File: config.mk
export PLATFORM = sky130hd
export DESIGN_NAME = dom_share_encoder
export DESIGN_NICKNAME = d
export VERILOG_FILES = /design/src/rtl/dom_share_encoder_pkg.sv /design/src/rtl/dom_share_encoder_mask_bit.sv /design/src/rtl/dom_share_encoder.sv
export SDC_FILE = /design/constraint.sdc
export NUM_CORES = 1
export LEC_CHECK = 0
export ABC_AREA = 1
export BUFFER_PORTS_ARGS = -buffer_cell sky130_fd_sc_hd__buf_4
export CAP_MARGIN = 20
export CORE_AREA = 2 2 54 56
export CTS_BUF_LIST = sky130_fd_sc_hd__clkbuf_8
export DETAILED_ROUTE_END_ITERATION = 7
export DIE_AREA = 0 0 56 58
export GPL_ROUTABILITY_DRIVEN = 0
export PLACE_DENSITY = 0.71
export RECOVER_POWER = 100
export SLEW_MARGIN = 10
export SYNTH_ARGS = -nofsm -noshare
export SYNTH_HDL_FRONTEND = slang
export SYNTH_SLANG_ARGS = --single-unit
File: constraint.sdc
create_clock -name clk -period 1.2 [get_ports clk]
set_clock_uncertainty 0.05 [all_clocks]
set_input_delay 0.18 -clock clk [delete_from_list [all_inputs] [get_ports clk]]
set_output_delay 0.18 -clock clk [all_outputs]
set_load 0.1 [all_outputs]
File: src/rtl/dom_share_encoder_pkg.sv
// Shared definitions for the DOM gadget family: FSM states and share-port layout.
package dom_pkg;

  typedef enum logic [1:0] {
    IDLE      = 2'd0,
    WAIT_RAND = 2'd1,
    OUTPUT    = 2'd2
  } state_e;

  localparam int unsigned SHARE0     = 32'd0;
  localparam int unsigned SHARE1     = 32'd1;
  localparam int unsigned NUM_SHARES = 32'd2;

  // Bit position of a given share of a given unmasked bit inside a packed share bus.
  function automatic int unsigned share_idx(input int unsigned bit_pos, input int unsigned share);
    return NUM_SHARES * bit_pos + share;
  endfunction

endpackage

File: src/rtl/dom_share_encoder_mask_bit.sv
// One bit slice of the encoder: plaintext capture, share construction and output flops.
module dom_mask_bit (
  input  logic clk,
  input  logic rst_n,
  input  logic plain_load,
  input  logic plain_clr,
  input  logic data_bit,
  input  logic enc_load,
  input  logic out_clr,
  input  logic mask_bit,
  input  logic refresh_bit,
  output logic share0,
  output logic share1,
  output logic refresh_out
);

  logic plain_r;
  logic share0_r;
  logic share1_r;
  logic refresh_r;

  // Plaintext holding flop, wiped as soon as it has been consumed or abandoned.
  always_ff @(posedge clk) begin
    if (!rst_n) begin
      plain_r <= 1'b0;
    end else if (plain_load) begin
      plain_r <= data_bit;
    end else if (plain_clr) begin
      plain_r <= 1'b0;
    end else begin
      plain_r <= plain_r;
    end
  end

  // Share and refresh flops; the single plain/mask XOR lands directly in share1_r.
  always_ff @(posedge clk) begin
    if (!rst_n) begin
      share0_r  <= 1'b0;
      share1_r  <= 1'b0;
      refresh_r <= 1'b0;
    end else if (enc_load) begin
      share0_r  <= mask_bit;
      share1_r  <= plain_r ^ mask_bit;
      refresh_r <= refresh_bit;
    end else if (out_clr) begin
      share0_r  <= 1'b0;
      share1_r  <= 1'b0;
      refresh_r <= 1'b0;
    end else begin
      share0_r  <= share0_r;
      share1_r  <= share1_r;
      refresh_r <= refresh_r;
    end
  end

  assign share0      = share0_r;
  assign share1      = share1_r;
  assign refresh_out = refresh_r;

endmodule

File: src/rtl/dom_share_encoder.sv
// First-order DOM input masking stage: turns a plain word plus fresh randomness into 2 Boolean shares.
module dom_share_encoder
  import dom_pkg::*;
#(
  parameter int unsigned WIDTH        = 32'd4,
  parameter int unsigned RAND_TIMEOUT = 32'd15
) (
  input  logic                 clk,
  input  logic                 rst_n,
  input  logic [WIDTH-1:0]     in_data,
  input  logic                 in_valid,
  output logic                 in_ready,
  output logic                 rand_req,
  input  logic [WIDTH-1:0]     rand_mask,
  input  logic [WIDTH-1:0]     rand_refresh,
  input  logic                 rand_valid,
  output logic [2*WIDTH-1:0]   out_shares,
  output logic [WIDTH-1:0]     out_r,
  output logic                 out_valid,
  input  logic                 out_ready,
  output logic                 err_timeout
);

  localparam int unsigned CW       = (RAND_TIMEOUT == 32'd0) ? 32'd1 : $clog2(RAND_TIMEOUT + 32'd1);
  localparam int unsigned LAST_INT = (RAND_TIMEOUT == 32'd0) ? 32'd0 : RAND_TIMEOUT - 32'd1;
  localparam logic [CW-1:0] CNT_LAST = CW'(LAST_INT);
  localparam logic [CW-1:0] CNT_MAX  = {CW{1'b1}};
  localparam logic [CW-1:0] CNT_ONE  = CW'(32'd1);
  localparam bit TIMEOUT_EN = (RAND_TIMEOUT != 32'd0);

  state_e          state_r;
  state_e          state_next_s;
  logic [CW-1:0]   cnt_r;
  logic            in_ready_r;
  logic            rand_req_r;
  logic            out_valid_r;
  logic            err_r;
  logic            accept_s;
  logic            encode_s;
  logic            timeout_s;
  logic            handoff_s;

  // Transition decode; randomness arriving on the last wait cycle beats the timeout.
  always_comb begin
    accept_s     = 1'b0;
    encode_s     = 1'b0;
    timeout_s    = 1'b0;
    handoff_s    = 1'b0;
    state_next_s = state_r;
    case (state_r)
      IDLE: begin
        if (in_valid && in_ready_r) begin
          accept_s     = 1'b1;
          state_next_s = WAIT_RAND;
        end else begin
          state_next_s = IDLE;
        end
      end
      WAIT_RAND: begin
        if (rand_valid) begin
          encode_s     = 1'b1;
          state_next_s = OUTPUT;
        end else if (TIMEOUT_EN && (cnt_r == CNT_LAST)) begin
          timeout_s    = 1'b1;
          state_next_s = IDLE;
        end else begin
          state_next_s = WAIT_RAND;
        end
      end
      OUTPUT: begin
        if (out_valid_r && out_ready) begin
          handoff_s    = 1'b1;
          state_next_s = IDLE;
        end else begin
          state_next_s = OUTPUT;
        end
      end
      default: begin
        state_next_s = IDLE;
      end
    endcase
  end

  // State and handshake flags, registered from the next state so in_ready stays low through reset.
  always_ff @(posedge clk) begin
    if (!rst_n) begin
      state_r     <= IDLE;
      in_ready_r  <= 1'b0;
      rand_req_r  <= 1'b0;
      out_valid_r <= 1'b0;
      err_r       <= 1'b0;
    end else begin
      state_r     <= state_next_s;
      in_ready_r  <= (state_next_s == IDLE);
      rand_req_r  <= (state_next_s == WAIT_RAND);
      out_valid_r <= (state_next_s == OUTPUT);
      err_r       <= timeout_s;
    end
  end

  // Wait counter, saturating so a disabled timeout never wraps.
  always_ff @(posedge clk) begin
    if (!rst_n) begin
      cnt_r <= {CW{1'b0}};
    end else if (accept_s) begin
      cnt_r <= {CW{1'b0}};
    end else if ((state_r == WAIT_RAND) && !rand_valid && (cnt_r != CNT_MAX)) begin
      cnt_r <= cnt_r + CNT_ONE;
    end else begin
      cnt_r <= cnt_r;
    end
  end

  for (genvar i = 0; i < WIDTH; i++) begin : g_bit
    logic s0_s;
    logic s1_s;
    dom_mask_bit u_bit (
      .clk         (clk),
      .rst_n       (rst_n),
      .plain_load  (accept_s),
      .plain_clr   (encode_s | timeout_s),
      .data_bit    (in_data[i]),
      .enc_load    (encode_s),
      .out_clr     (handoff_s),
      .mask_bit    (rand_mask[i]),
      .refresh_bit (rand_refresh[i]),
      .share0      (s0_s),
      .share1      (s1_s),
      .refresh_out (out_r[i])
    );
    assign out_shares[share_idx(i, SHARE0)] = s0_s;
    assign out_shares[share_idx(i, SHARE1)] = s1_s;
  end

  assign in_ready    = in_ready_r;
  assign rand_req    = rand_req_r;
  assign out_valid   = out_valid_r;
  assign err_timeout = err_r;

endmodule
==> flow_results.xml <==
<?xml version="1.0" encoding="UTF-8"?>
<metrics>
  <group name="sta">
    <metric name="timing_hold_violations_final" unit="">0</metric>
    <metric name="worst_slew_pin_slew" unit="ns">0.303</metric>
    <metric name="unrepaired_setup_endpoints_after_global_routing" unit="">true</metric>
    <metric name="finalWorstSetupSlack" unit="ns">0.00913</metric>
    <metric name="slew_headroom" unit="%">79.9</metric>
    <metric name="period_share" unit="%">99.2</metric>
    <metric name="max_clock_freq" unit="MHz">840</metric>
    <metric name="final_period_minus_worst_setup_slack" unit="ns">1.19</metric>
    <metric name="slew_viol_final" unit="">0</metric>
    <metric name="report.final.setup_viol" unit="">0</metric>
  </group>
  <group name="synth">
    <metric name="synthesis.yosys.warnings" unit="">0</metric>
    <metric name="synthTopCellsByArea" unit="">dfxtp_1 (45%), a21oi_1 (10%), nand3_1 (10%)</metric>
    <metric name="ys_top_cells_by_count" unit="">nand2_1 (27), dfxtp_1 (26), a21oi_1 (23), nand3_1 (23), buf_4 (13)</metric>
    <metric name="yosys_register_bits" unit="">26</metric>
    <metric name="seq_area_frac_synth" unit="%">45.1</metric>
    <metric name="synth_fp_nets" unit="">168</metric>
    <metric name="synth_most_common_cell" unit="">nand2_1</metric>
    <metric name="syn-instance-count" unit="">149</metric>
    <metric name="synth-main-ff-cell" unit="">dfxtp_1</metric>
    <metric name="yosys.area.top_type_share" unit="%">45.1</metric>
    <metric name="netlist-cell-type-count" unit="">17</metric>
    <metric name="asr_flop_ratio_synth" unit="%">0</metric>
    <metric name="syn_area_per_cell" unit="µm²">7.75</metric>
    <metric name="synthesized_area" unit="mm²">0.00115</metric>
    <metric name="synth_enable_flop_cells" unit="">0</metric>
    <metric name="yosysTopAreaCell" unit="">dfxtp_1</metric>
  </group>
  <group name="place">
    <metric name="place_inst" unit="">205</metric>
    <metric name="dp_slack" unit="ns">-0.0637</metric>
    <metric name="io_buffers" unit="">32</metric>
    <metric name="place.detailed.hpwl" unit="mm">1.85</metric>
  </group>
  <group name="critical_path">
    <metric name="critPathArrivalTime" unit="ns">1.30</metric>
    <metric name="r2r_slack" unit="ns">0.009</metric>
    <metric name="worst_path_max_delay_cell" unit="">dfxtp_4</metric>
    <metric name="critPathLaunchType" unit="">flip-flop</metric>
    <metric name="required" unit="ns">1.31</metric>
    <metric name="cp_slowest_stage_delay" unit="ns">0.37</metric>
    <metric name="critical_path.cell_chain" unit="">ha_4 -&gt; nand3_2 -&gt; inv_2 -&gt; nor2_4 -&gt; nand2_1 -&gt; nor3b_2</metric>
    <metric name="crit_fanout" unit="">6</metric>
    <metric name="cp_top_family" unit="">simple AND/OR/NAND/NOR gates</metric>
    <metric name="path_class" unit="">flip-flop to flip-flop</metric>
    <metric name="cp.depth" unit="">6</metric>
    <metric name="timing.rr.start" unit="">cnt_r[0]$_SDFFE_PP0P_</metric>
    <metric name="capturing_point_of_the_worst_reg2reg_path" unit="">cnt_r[1]$_SDFFE_PP0P_</metric>
    <metric name="setup.worst_path.end_class" unit="">flip-flop</metric>
    <metric name="worst_path_bufs_invs" unit="">1</metric>
    <metric name="r2r_cells" unit="">6</metric>
  </group>
  <group name="final_layout">
    <metric name="fillCellCount" unit="">263</metric>
    <metric name="final_cell_count_no_fill" unit="">210</metric>
    <metric name="nets" unit="">199</metric>
    <metric name="layout_area_growth_over_synthesis" unit="%">34.3</metric>
    <metric name="share_of_final_layout_standard_cells_stronger_than_drive_strength_1" unit="%">42.5</metric>
    <metric name="antennaDiodeCount" unit="">0</metric>
  </group>
  <group name="grt">
    <metric name="grt_antenna_before_repair" unit="">0</metric>
    <metric name="first_global_vias" unit="">1009</metric>
    <metric name="grt_max_degree" unit="">23</metric>
    <metric name="groute.usage.overall" unit="%">16.0</metric>
    <metric name="globalRoute.totalOverflow" unit="">0</metric>
    <metric name="grt_first_pass_wirelength" unit="mm">4.13</metric>
  </group>
  <group name="cts">
    <metric name="clkTransAtPathRegs" unit="ns">0.09</metric>
    <metric name="tritoncts_num_sinks" unit="">26</metric>
    <metric name="tritoncts.num_buffers" unit="">3</metric>
    <metric name="cts-htree-levels" unit="">1</metric>
    <metric name="latest_clock_arrival_within_the_worst_skew_pair" unit="ns">0.27</metric>
    <metric name="cts-hold-fix-buffers" unit="">0</metric>
    <metric name="cts_tree" unit="">done</metric>
    <metric name="cts-root-buf" unit="">clkbuf_8</metric>
    <metric name="cts.path.max_buffers" unit="">2</metric>
  </group>
  <group name="floorplanning">
    <metric name="die-height" unit="µm">58</metric>
    <metric name="floorplan.initialDensity" unit="%">43.4</metric>
    <metric name="core_outline_area" unit="mm²">0.00266</metric>
    <metric name="fp-row-count" unit="">19</metric>
    <metric name="die_width" unit="µm">56</metric>
    <metric name="dieArea" unit="mm²">0.00325</metric>
    <metric name="top_level_ports" unit="">33</metric>
  </group>
  <group name="hold_path">
    <metric name="hp-class" unit="">input pin to flip-flop</metric>
    <metric name="hold_ep" unit="">g_bit[0].u_bit.refresh_out$_SDFFE_PN0P_</metric>
    <metric name="hold_path_startpoint" unit="">rand_refresh[0]</metric>
    <metric name="worst_hold_path.num_cells" unit="">3</metric>
  </group>
  <group name="run_status">
    <metric name="run_status" unit="">completed</metric>
  </group>
  <group name="power_and_ir_drop">
    <metric name="power.share.switching" unit="%">30.2</metric>
    <metric name="seq_power_share" unit="%">51.7</metric>
    <metric name="power.share.clock" unit="%">27.6</metric>
    <metric name="vdd.ir_drop.worst" unit="mV">0.843</metric>
    <metric name="power_density" unit="mW/mm²">1150</metric>
    <metric name="leakagePower" unit="nW">0.644</metric>
    <metric name="total_switching_power" unit="µW">537</metric>
    <metric name="internal_power" unit="mW">1.24</metric>
    <metric name="combinationalPowerShare" unit="%">20.6</metric>
  </group>
  <group name="route">
    <metric name="wl" unit="mm">2.57</metric>
    <metric name="vias" unit="">1063</metric>
    <metric name="wl_per_cell" unit="µm">12.2</metric>
    <metric name="dr.first_iter.drc_count" unit="">19</metric>
    <metric name="drt_drc_violations_left" unit="">0</metric>
    <metric name="detail_route.vias_per_cell" unit="">5.06</metric>
    <metric name="route.antenna.remaining_nets" unit="">0</metric>
    <metric name="drt-pass1-iter-count" unit="">4</metric>
  </group>
  <group name="run">
    <metric name="cap_violations" unit="">0</metric>
  </group>
</metrics>
metrics by stage:
step	setup TNS, ns	power (mW)	hold slack (ns)	util, %	cell area (µm²)
global route	-0.172	1.86	0.112	58.3	1550
floorplan	0	1.19	0.277	-	1170
detailed placement	-0.198	1.29	0.405	53.3	1420
CTS	0	1.78	0.113	55.4	1470
global placement	-0.0101	1.28	0.398	53.3	1420
finish	0	1.78	0.116	58.3	1550
cells by family after synthesis:
| kind of cell | synth area share (%) |
|---|---|
| simple gates | 24.6 |
| buf+inv | 13.5 |
| flops | 45.1 |
| compound gates | 10.8 |
| xor+xnor | 3.79 |
| fa+ha+maj | 2.17 |
layout by cell type (no fill, tap or decap), types with 2 or more instances in the layout:
cell	n
nand3_2	4
dfxtp_1	22
buf_4	39
inv_2	7
nand3_1	19
nand2_1	24
nand4_1	2
dfxtp_2	2
nor2_1	3
a21oi_1	22
dfxtp_4	2
nor2_2	4
nand2_2	3
clkbuf_4	2
xor2_1	5
clkbuf_8	3
inv_1	3
layer usage:
metal | vias to the layer above | wire length (µm) | track usage [%] | share of wire [%]
met5 | - | 0 | 0 | 0
met4 | 0 | 53 | 9.18 | 2.1
met3 | 4 | 84 | 1.79 | 3.3
met2 | 20 | 1370 | 29.7 | 53
met1 | 497 | 1060 | 17.8 | 41
li1 | 542 | - | - | -
worst max path at each step:
stage,to,from,slack (ns)
6_report,cnt_r[1]$_SDFFE_PP0P_,cnt_r[0]$_SDFFE_PP0P_,0.009
5_1_grt,cnt_r[1]$_SDFFE_PP0P_,cnt_r[0]$_SDFFE_PP0P_,-0.05
4_1_cts,g_bit[2].u_bit.plain_r$_SDFFE_PN0P_,state_r[0]$_SDFF_PN0_,0.02
3_5_place_dp,cnt_r[3]$_SDFFE_PP0P_,cnt_r[0]$_SDFFE_PP0P_,-0.06
3_3_place_gp,cnt_r[3]$_SDFFE_PP0P_,cnt_r[0]$_SDFFE_PP0P_,-0.007
2_1_floorplan,g_bit[0].u_bit.plain_r$_SDFFE_PN0P_,in_ready$_SDFF_PN0_,0.005
registers in the layout (all words and copies together) (netlist names):
| signal | flops |
|---|---|
| cnt_r | 4 |
| in_ready | 1 |
| g_bit.u_bit.plain_r | 4 |
| out_valid | 1 |
| g_bit.u_bit.share1 | 4 |
| rand_req | 1 |
| g_bit.u_bit.share0 | 4 |
| g_bit.u_bit.refresh_out | 4 |
| err_timeout | 1 |
| state_r | 2 |
cell type report:
type | instances | area [µm²] | share of cell area [%]
Multi-Input combinational cell | 95 | 558 | 36.0
Sequential cell | 26 | 531 | 34.2
Timing Repair Buffer | 43 | 333 | 21.5
Inverter | 11 | 46.3 | 2.98
Clock buffer | 3 | 41.3 | 2.66
Tap cell | 31 | 38.8 | 2.50
Clock inverter | 1 | 3.75 | 0.242
worst register-to-register path: stages (launching register included):
cell and delay (ns):
dfxtp_4 0.37, ha_4 0.16, nand3_2 0.08, inv_2 0.04, nor2_4 0.18, nand2_1 0.06, nor3b_2 0.14
power by group through the flow:
stage	Clock [mW]	Sequential [mW]	Combinational (mW)
after global routing	0.542	0.925	0.395
after floorplan	0	0.993	0.193
after CTS	0.509	0.917	0.354
after detailed placement	0	0.937	0.350
after global placement	0	0.936	0.346
final	0.492	0.921	0.368
what timing repair did:
action,CTS,global route
buffers inserted,0,1
pin swaps,1,10
gates resized for setup,4,30
setup endpoints to repair,10,21
Note: power is estimated with default switching activity, not from simulation.
